--- src/rtl/branch_resolve_pkg.sv ---
// branch_resolve_pkg: shared branch codes, FSM states and execute-register control bundle.
package branch_resolve_pkg;
    localparam logic [2:0] F3_BEQ  = 3'b000;
    localparam logic [2:0] F3_BNE  = 3'b001;
    localparam logic [2:0] F3_BLT  = 3'b100;
    localparam logic [2:0] F3_BGE  = 3'b101;
    localparam logic [2:0] F3_BLTU = 3'b110;
    localparam logic [2:0] F3_BGEU = 3'b111;
    typedef enum logic {RUN, SQUASH} state_t;
    typedef struct packed {
        logic       valid;
        logic       branch;
        logic       jump;
        logic       jalr;
        logic [2:0] funct3;
    } ectl_t;
endpackage

--- src/rtl/branch_resolve_cmp.sv ---
// branch_cmp: evaluates a B-type condition on forwarded operands and flags reserved codes.
module branch_cmp
    import branch_resolve_pkg::*;
#(
    parameter int XLEN = 32
) (
    input  logic [2:0]      funct3,
    input  logic [XLEN-1:0] src_a,
    input  logic [XLEN-1:0] src_b,
    output logic            cond,
    output logic            illegal
);
    logic eq, lt, ltu;
    always_comb begin
        eq      = src_a == src_b;
        lt      = $signed(src_a) < $signed(src_b);
        ltu     = src_a < src_b;
        cond    = funct3 == F3_BEQ  ? eq   :
                  funct3 == F3_BNE  ? !eq  :
                  funct3 == F3_BLT  ? lt   :
                  funct3 == F3_BGE  ? !lt  :
                  funct3 == F3_BLTU ? ltu  :
                  funct3 == F3_BGEU ? !ltu : 1'b0;
        illegal = funct3[2:1] == 2'b01;
    end
endmodule

--- src/rtl/branch_resolve.sv ---
// branch_resolve: execute-stage branch/jump resolver driving fetch redirects, wrong-path flushes
// and control-flow statistics for a static not-taken fetch.
module branch_resolve
    import branch_resolve_pkg::*;
#(
    parameter int XLEN  = 32,
    parameter int CNT_W = 32
) (
    input  logic             clk,
    input  logic             rst,
    input  logic             ValidD,
    input  logic             BranchD,
    input  logic             JumpD,
    input  logic             JalrD,
    input  logic [2:0]       Funct3D,
    input  logic [XLEN-1:0]  PCD,
    input  logic [XLEN-1:0]  ImmExtD,
    input  logic [XLEN-1:0]  SrcAE,
    input  logic [XLEN-1:0]  SrcBE,
    input  logic             StallE,
    output logic             PCSrcE,
    output logic [XLEN-1:0]  PCTargetE,
    output logic             is_jalrE,
    output logic [XLEN-1:0]  jalr_targetE,
    output logic             FlushD,
    output logic             FlushE,
    output logic             misalignE,
    output logic             illegal_brE,
    output logic [CNT_W-1:0] branch_cnt,
    output logic [CNT_W-1:0] taken_cnt,
    output logic [CNT_W-1:0] jump_cnt
);
    ectl_t           e;
    logic [XLEN-1:0] pc_e, imm_e;
    state_t          state, state_nx;
    logic            cond, illegal, resolve, redirect;

    branch_cmp #(.XLEN(XLEN)) u_cmp (
        .funct3 (e.funct3),
        .src_a  (SrcAE),
        .src_b  (SrcBE),
        .cond   (cond),
        .illegal(illegal)
    );

    // SQUASH only ever sees the flushed bubble; gating on RUN is a belt-and-braces guard.
    always_comb begin
        resolve      = e.valid & ~StallE & (state == RUN);
        PCSrcE       = resolve & ((e.branch & cond) | e.jump);
        is_jalrE     = resolve & e.jalr;
        redirect     = PCSrcE | is_jalrE;
        FlushD       = redirect;
        FlushE       = redirect;
        PCTargetE    = pc_e + imm_e;
        jalr_targetE = (SrcAE + imm_e) & {{(XLEN-1){1'b1}}, 1'b0};
        misalignE    = (PCSrcE & PCTargetE[1]) | (is_jalrE & jalr_targetE[1]);
        illegal_brE  = e.valid & e.branch & illegal;
        state_nx     = (state == RUN && redirect) ? SQUASH : RUN;
    end

    always_ff @(posedge clk or negedge rst) begin
        if (!rst) begin
            state      <= RUN;
            e          <= '0;
            pc_e       <= '0;
            imm_e      <= '0;
            branch_cnt <= '0;
            taken_cnt  <= '0;
            jump_cnt   <= '0;
        end else begin
            state <= state_nx;
            if (FlushE) begin
                e     <= '0;
                pc_e  <= '0;
                imm_e <= '0;
            end else if (!StallE) begin
                e     <= '{ValidD, BranchD, JumpD, JalrD, Funct3D};
                pc_e  <= PCD;
                imm_e <= ImmExtD;
            end
            if (resolve & e.branch) branch_cnt <= branch_cnt + CNT_W'(1);
            if (resolve & e.branch & cond) taken_cnt <= taken_cnt + CNT_W'(1);
            if (resolve & (e.jump | e.jalr)) jump_cnt <= jump_cnt + CNT_W'(1);
        end
    end
endmodule
--- config.mk ---
export PLATFORM = sky130hd
export DESIGN_NAME = branch_resolve
export DESIGN_NICKNAME = d
export VERILOG_FILES = /design/src/rtl/branch_resolve_pkg.sv /design/src/rtl/branch_resolve_cmp.sv /design/src/rtl/branch_resolve.sv
export SDC_FILE = /design/constraint.sdc
export NUM_CORES = 1
export LEC_CHECK = 0
export ABC_AREA = 1
export CORE_MARGIN = 5
export CORE_UTILIZATION = 55
export DETAILED_ROUTE_END_ITERATION = 8
export PLACE_DENSITY_LB_ADDON = 0.3
export SLEW_MARGIN = 0
export SYNTH_ARGS = -nofsm -noshare
export SYNTH_HDL_FRONTEND = slang
export SYNTH_SLANG_ARGS = --single-unit
--- constraint.sdc ---
create_clock -name clk -period 7.5 [get_ports clk]
set_clock_uncertainty 0.05 [all_clocks]
set_input_delay 1.5 -clock clk [delete_from_list [all_inputs] [get_ports clk]]
set_output_delay 1.5 -clock clk [all_outputs]
set_load 0.05 [all_outputs]
==> flow_metrics.tcl, run 1 <==
set metrics [dict create \
    status "complete, no violations" \
    synth_common_cells "333 x nand2_1, 174 x nor2_1, 168 x dfrtp_1" \
    path_class "input pin to primary output" \
    tritoncts "built" \
    timing.critical_path.required_ns 5.95 \
    cp_common_cell "nand2_1" \
    power.static_leakage_nw 7.73 \
    hold_depth 1 \
    worst_path_max_delay_cell "clkdlybuf4s50_1" \
    rsz0062_at_grt "no" \
    synthesis.area_mm2 0.0122 \
    ys_ff_latch 168 \
    final.fill_count 1662 \
    fmaxAchievable_ghz 0.150 \
    yosysUniqueCellTypes 49 \
    globalRouteTotalUtil_pct 28.6 \
    total_number_of_vias 11500 \
    startpoint "SrcAE[1]" \
    area_delta_synth_final_pct 31.4 \
    cts_inserted_buffers 17 \
    number_of_failing_hold_endpoints_at_the_final_stage 0 \
    synth_seq_area_share_pct 34.6 \
    share_of_layout_cells_above_drive_strength_1_pct 4.63 \
    cts_post_setup_buffers_inserted 0 \
    maxSlewViolCount 0 \
    ir_drop_mv 0.169 \
    clk_latency_ns 0.44 \
    net_count_synth 1758 \
    die_ar_mm2 0.0252 \
    worstReg2RegStart "e[2]" \
    max_slew.worst_pin.slew_ns 0.936 \
    worst_r2r_path_depth 12 \
    synth_top_area_cells "dfrtp_1 35%, nand2_1 10%, ha_1 9.9%" \
    grt_start_max_net_pins 101 \
    timing.hold.worst.start "branch_cnt[31]" \
    nets 2058 \
    synthMostInstantiatedCell "nand2_1" \
    max-slew-margin-rel_pct 37.6 \
    synth.yosys.warnings 0 \
    synth_area_per_cell_um2 7.99 \
    dr.pass1.iters 7 \
    overall_power_consumption_mw 5.66 \
    io-pin-count 304 \
    max_cap_violations 0 \
    number_of_global_route_vias_before_repair 11600 \
    setup_viol_count_final 0 \
    post_route_drc 0 \
    worst_hold_path_type "flop to flop" \
    grt_pass1_wl_mm 57.1 \
    detail_route.iter0.violations 776 \
    largest_incremental_delay_on_the_critical_path_ns 0.80 \
    power_density_mw_per_mm2 354 \
    grt.overflow.total 0 \
    avgViaCountPerCell 5.43 \
    cts_hold_repair.buffers 0 \
    clkSlewWorstSetupHoldPaths_ns 0.07 \
    async_reset_ff_share_pct 100 \
    synthCells 1522 \
    critical_path.endpoint_type "primary output" \
    dieWidth_um 159 \
    drt.antenna.violating_nets 0 \
    critical_path_peak_fanout 4 \
    design.core.area_mm2 0.0218 \
    synth-edff-count 0 \
    crit_path_start_kind "input pin" \
    netlist.area_leader.share_pct 34.6 \
    synth_flop_cell "dfrtp_1" \
    cts.root.buffer_cell "clkbuf_16" \
    final.min_clock_period_ns 6.65 \
    gpl.final_weighted_congestion 0.979 \
    tritoncts_num_sinks 168 \
    dp_hpwl_mm 28.6 \
    port_buffers 302 \
    routed_wire_length_mm 36.4 \
    cts-resized-gates 0 \
    worstPathArrival_ns 5.10 \
    timing.setup.tns_ns 0 \
    min_period_over_period_pct 88.6 \
    clock_tree.buffer_depth 2 \
    die-height_um 159 \
    fp-row-count 54 \
    synth_area_leader_cell "dfrtp_1" \
    start_util_pct 55.7 \
    ctsHtreeMaxLevel 4 \
    antenna_found_initial 7 \
    timing.critical_path.cells "clkdlybuf4s50_1 -> inv_1 -> fa_1 -> o21ai_1 -> nand2_1 -> nand2_1 -> a21oi_1 -> o21ai_1 -> a21boi_0 -> o21ai_1 -> nand2_1 -> inv_1 -> o21bai_1 -> nand2_1 -> clkdlybuf4s50_1" \
    detail_route.wl_per_cell_um 17.2 \
]
-- power breakdown --
part           switching, mW  internal [mW]  total, mW
clock network          0.442          0.452      0.895
logic                   2.40           1.17       3.57
registers              0.149           1.05       1.19
-- logic make-up (layout without fill, tap and decap cells) --
group / count (synthesis) / in the layout / share of synthesized area, %
XOR/XNOR: 150 / 150 / 10.8
AND/OR/NAND/NOR: 670 / 670 / 24.3
other: 1 / 4 / 0.0308
adder cells (fa/ha/maj): 98 / 98 / 10.2
flip-flops: 168 / 168 / 34.6
buffers and inverters: 192 / 505 / 6.67
AO/OA/AOI/OAI: 179 / 179 / 8.08
multiplexers: 64 / 64 / 5.28
-- stage by stage --
| step | setup slack [ns] | util, % | instances | cell area [um2] | hold WS [ns] |
|---|---|---|---|---|---|
| after floorplan | 2.17 | - | 1522 | 12200 | 0.461 |
| after global placement | 0.986 | 70.4 | 2083 | 15400 | 0.438 |
| after detailed placement | 0.940 | 70.4 | 2083 | 15400 | 0.435 |
| after CTS | 0.929 | 73.2 | 2115 | 16000 | 0.452 |
| after global routing | 0.643 | 73.2 | 2118 | 16000 | 0.471 |
| final | 0.852 | 73.2 | 2118 | 16000 | 0.454 |
-- flip-flops by register name (all words and copies together) (netlist names) --
register	count
branch_cnt	32
imm_e	32
jump_cnt	32
pc_e	32
taken_cnt	32
e	7
state	1
-- placed cells by master (no fill, tap or decap), drive strengths merged, types with 27 or more instances in the layout --
cell | synthesis | final
clkdlybuf4s50 | 0 | 300
o21ai | 58 | 58
nand4 | 27 | 27
nor3 | 41 | 41
inv | 167 | 177
nand2 | 342 | 342
nand3 | 41 | 41
ha | 96 | 96
xor2 | 92 | 92
xnor2 | 58 | 58
a21oi | 87 | 87
mux2i | 63 | 63
dfrtp | 168 | 168
nor2 | 198 | 198
-- worst max-delay path, delay by kind of cell --
kind / cells / cell delay [ns]
buffers and inverters: 4 / 1.47
AO/OA/AOI/OAI: 6 / 1.33
adder cells (fa/ha/maj): 1 / 0.47
AND/OR/NAND/NOR: 4 / 0.30
-- worst paths after layout --
path,slack [ns],to
max in group asynchronous,4.82,pc_e[23]
min in group asynchronous,1.13,imm_e[26]
min reg2reg,0.45,branch_cnt[31]
max,0.85,jalr_targetE[26]
max reg2reg,4.75,imm_e[25]
min,0.45,branch_cnt[31]
-- per-layer routing --
metal | global-route usage (%) | vias to the layer above | share of wire, %
met5 | 0 | - | 0.15
met1 | 35.6 | 5412 | 41
met3 | 7.83 | 70 | 9.0
met2 | 47.9 | 421 | 48
li1 | - | 5580 | -
met4 | 9.91 | 8 | 2.5
-- area by class of cell --
type / instances / area, um2 / share of cell area (%)
Antenna cell: 3 / 7.51 / 0.0470
Clock buffer: 17 / 425 / 2.66
Inverter: 168 / 632 / 3.95
Clock inverter: 15 / 171 / 1.07
Timing Repair Buffer: 305 / 3040 / 19.1
Multi-Input combinational cell: 1162 / 7140 / 44.7
Tap cell: 280 / 350 / 2.19
Sequential cell: 168 / 4200 / 26.3
(Power assumes the default switching activity.)
==> run 2: changes to the inputs <==
--- a/config.mk
+++ b/config.mk
@@ -6,8 +6,10 @@
 export NUM_CORES = 1
 export LEC_CHECK = 0
 export ABC_AREA = 1
+export CELL_PAD_IN_SITES_DETAIL_PLACEMENT = 0
+export CELL_PAD_IN_SITES_GLOBAL_PLACEMENT = 1
 export CORE_MARGIN = 5
-export CORE_UTILIZATION = 55
+export CORE_UTILIZATION = 40
 export DETAILED_ROUTE_END_ITERATION = 8
 export PLACE_DENSITY_LB_ADDON = 0.3
 export SLEW_MARGIN = 0
==> flow_metrics.tcl, run 2 (synthesis gave the netlist of run 1 again) <==
set metrics [dict create \
    status "complete, no violations" \
    die-height_um 184 \
    worst-r2r-setup-slack_ns 5.18 \
    critical_path.endpoint_type "primary output" \
    crit_path_start_kind "input pin" \
    globalRouteTotalUtil_pct 21.4 \
    max_cap_violations 0 \
    fin_cells 2228 \
    grt_pass1_wl_mm 58.1 \
    clk_latency_ns 0.45 \
    final.min_clock_period_ns 6.69 \
    worstReg2RegStart "e[2]" \
    timing.setup.tns_ns 0 \
    cp_common_cell "nand2_1" \
    cts.root.buffer_cell "clkbuf_16" \
    cts_post_setup_buffers_inserted 0 \
    path_class "input pin to primary output" \
    port_buffers 302 \
    final_common_cell "nand2_1" \
    fmaxAchievable_ghz 0.150 \
    design.core.area_mm2 0.0298 \
    area_delta_synth_final_pct 32.2 \
    setup_viol_count_final 0 \
    ctsHtreeMaxLevel 4 \
    startpoint "SrcAE[1]" \
    clock_tree.buffer_depth 2 \
    final.hold.worst_slack_ns 0.424 \
    critical_path_peak_fanout 4 \
    timing.critical_path.buf_inv 4 \
    r2r_end "taken_cnt[23]" \
    min_period_over_period_pct 89.1 \
    cts_hold_repair.buffers 0 \
    power.static_leakage_nw 7.71 \
    drt.antenna.violating_nets 0 \
    worst_path_max_delay_cell "clkdlybuf4s50_1" \
    share_of_layout_cells_above_drive_strength_1_pct 4.68 \
    cts-resized-gates 0 \
    die_ar_mm2 0.0340 \
    final.fill_count 2907 \
    timing.critical_path.cells "clkdlybuf4s50_1 -> inv_1 -> fa_1 -> o21ai_1 -> nand2_1 -> nand2_1 -> a21oi_1 -> o21ai_1 -> a21boi_0 -> o21ai_1 -> nand2_1 -> inv_1 -> o21bai_1 -> nand2_1 -> clkdlybuf4s50_1" \
    max-slew-margin-rel_pct 34.7 \
    dieWidth_um 184 \
    nets 2059 \
    tritoncts_num_sinks 168 \
    dpl.cell_count 2194 \
    largest_incremental_delay_on_the_critical_path_ns 0.79 \
    power_density_mw_per_mm2 348 \
    worst_hold_path_type "flop to flop" \
    grt.overflow.total 0 \
    total_number_of_vias 11200 \
    worstPathArrival_ns 5.14 \
    cts_inserted_buffers 17 \
    ir_drop_mv 0.181 \
    routed_wire_length_mm 36.8 \
    dp_hpwl_mm 29.5 \
    fp-row-count 63 \
    worstHoldEndpoint "jump_cnt[31]" \
    number_of_failing_hold_endpoints_at_the_final_stage 0 \
    tritoncts "built" \
    detail_route.wl_per_cell_um 16.5 \
    critPathTopFamily "buffers and inverters" \
    dr.pass1.iters 7 \
    worst_r2r_path_depth 13 \
    detail_route.iter0.violations 477 \
    post_route_drc 0 \
    clkSlewWorstSetupHoldPaths_ns 0.08 \
    rsz0062_at_grt "no" \
    timing.critical_path.required_ns 5.95 \
    start_util_pct 40.8 \
    maxSlewViolCount 0 \
    number_of_global_route_vias_before_repair 11200 \
    grt_start_max_net_pins 91 \
    timing.hold.worst.start "jump_cnt[31]" \
    gpl.final_weighted_congestion 0.921 \
    max_slew.worst_pin.slew_ns 0.980 \
    antenna_found_initial 7 \
    mostFrequentLayoutCells "333 x nand2_1, 300 x clkdlybuf4s50_1, 174 x nor2_1" \
    avgViaCountPerCell 5.01 \
    hold_depth 1 \
    io-pin-count 304 \
]
==> run 2: cell count changes in the layout (fill, tap and decap cells not counted), moves of 2 or more <==
| cell | before | now |
|---|---|---|
| inv_8 | 7 | 1 |
| clkinv_8 | 3 | 0 |
| inv_6 | 3 | 6 |
| clkinv_2 | 1 | 3 |
| clkinvlp_4 | 0 | 2 |
==> run 2: worst max path at each step <==
stage,end,cells past startpoint
6_report,jalr_targetE[26],15
5_1_grt,jalr_targetE[26],15
4_1_cts,jalr_targetE[26],15
3_5_place_dp,jalr_targetE[26],15
3_3_place_gp,jalr_targetE[26],15
2_1_floorplan,jalr_targetE[22],10
==> run 2: stage by stage <==
stage / cell area, um2 / setup slack, ns / utilization (%) / total power [mW]
3_5_place_dp: 15500 / 0.844 / 52.1 / 4.78
6_report: 16100 / 0.814 / 54.0 / 5.60
4_1_cts: 16100 / 0.834 / 53.9 / 5.64
2_1_floorplan: 12200 / 2.17 / - / 3.60
3_3_place_gp: 15500 / 0.842 / 52.1 / 4.77
5_1_grt: 16100 / 0.676 / 54.0 / 5.93
==> run 2: layer usage <==
layer  vias to the layer above  part of all wire [%]  GRT usage [%]
met5                         -                  0.18              0
met4                        10                   2.5           6.15
met3                        65                   6.9           5.84
met2                       308                    46           35.3
met1                      5206                    45           27.7
li1                       5573                     -              -
==> run 2: cell type report <==
class / count / area, um2 / share of cell area, %
sequential: 168 / 4200 / 26.1
clock buffer: 18 / 439 / 2.73
multi-input combinational: 1162 / 7140 / 44.4
clock inverter: 14 / 115 / 0.716
timing repair buffer: 306 / 3050 / 19.0
tap: 390 / 488 / 3.04
antenna: 2 / 5.00 / 0.0311
inverter: 168 / 632 / 3.93
==> run 2: power by group <==
part | internal (mW) | switching, mW | leakage (nW)
Clock | 0.441 | 0.402 | 0.270
Sequential | 1.05 | 0.149 | 2.16
Combinational | 1.17 | 2.39 | 5.28
==> run 3: changes to the inputs <==
--- a/config.mk
+++ b/config.mk
@@ -12,6 +12,7 @@
 export CORE_UTILIZATION = 40
 export DETAILED_ROUTE_END_ITERATION = 8
 export PLACE_DENSITY_LB_ADDON = 0.3
+export SKIP_LAST_GASP = 1
 export SLEW_MARGIN = 0
 export SYNTH_ARGS = -nofsm -noshare
 export SYNTH_HDL_FRONTEND = slang
==> results of run 3 <==
Final layout, timing and power as in run 2 (identical DEF).
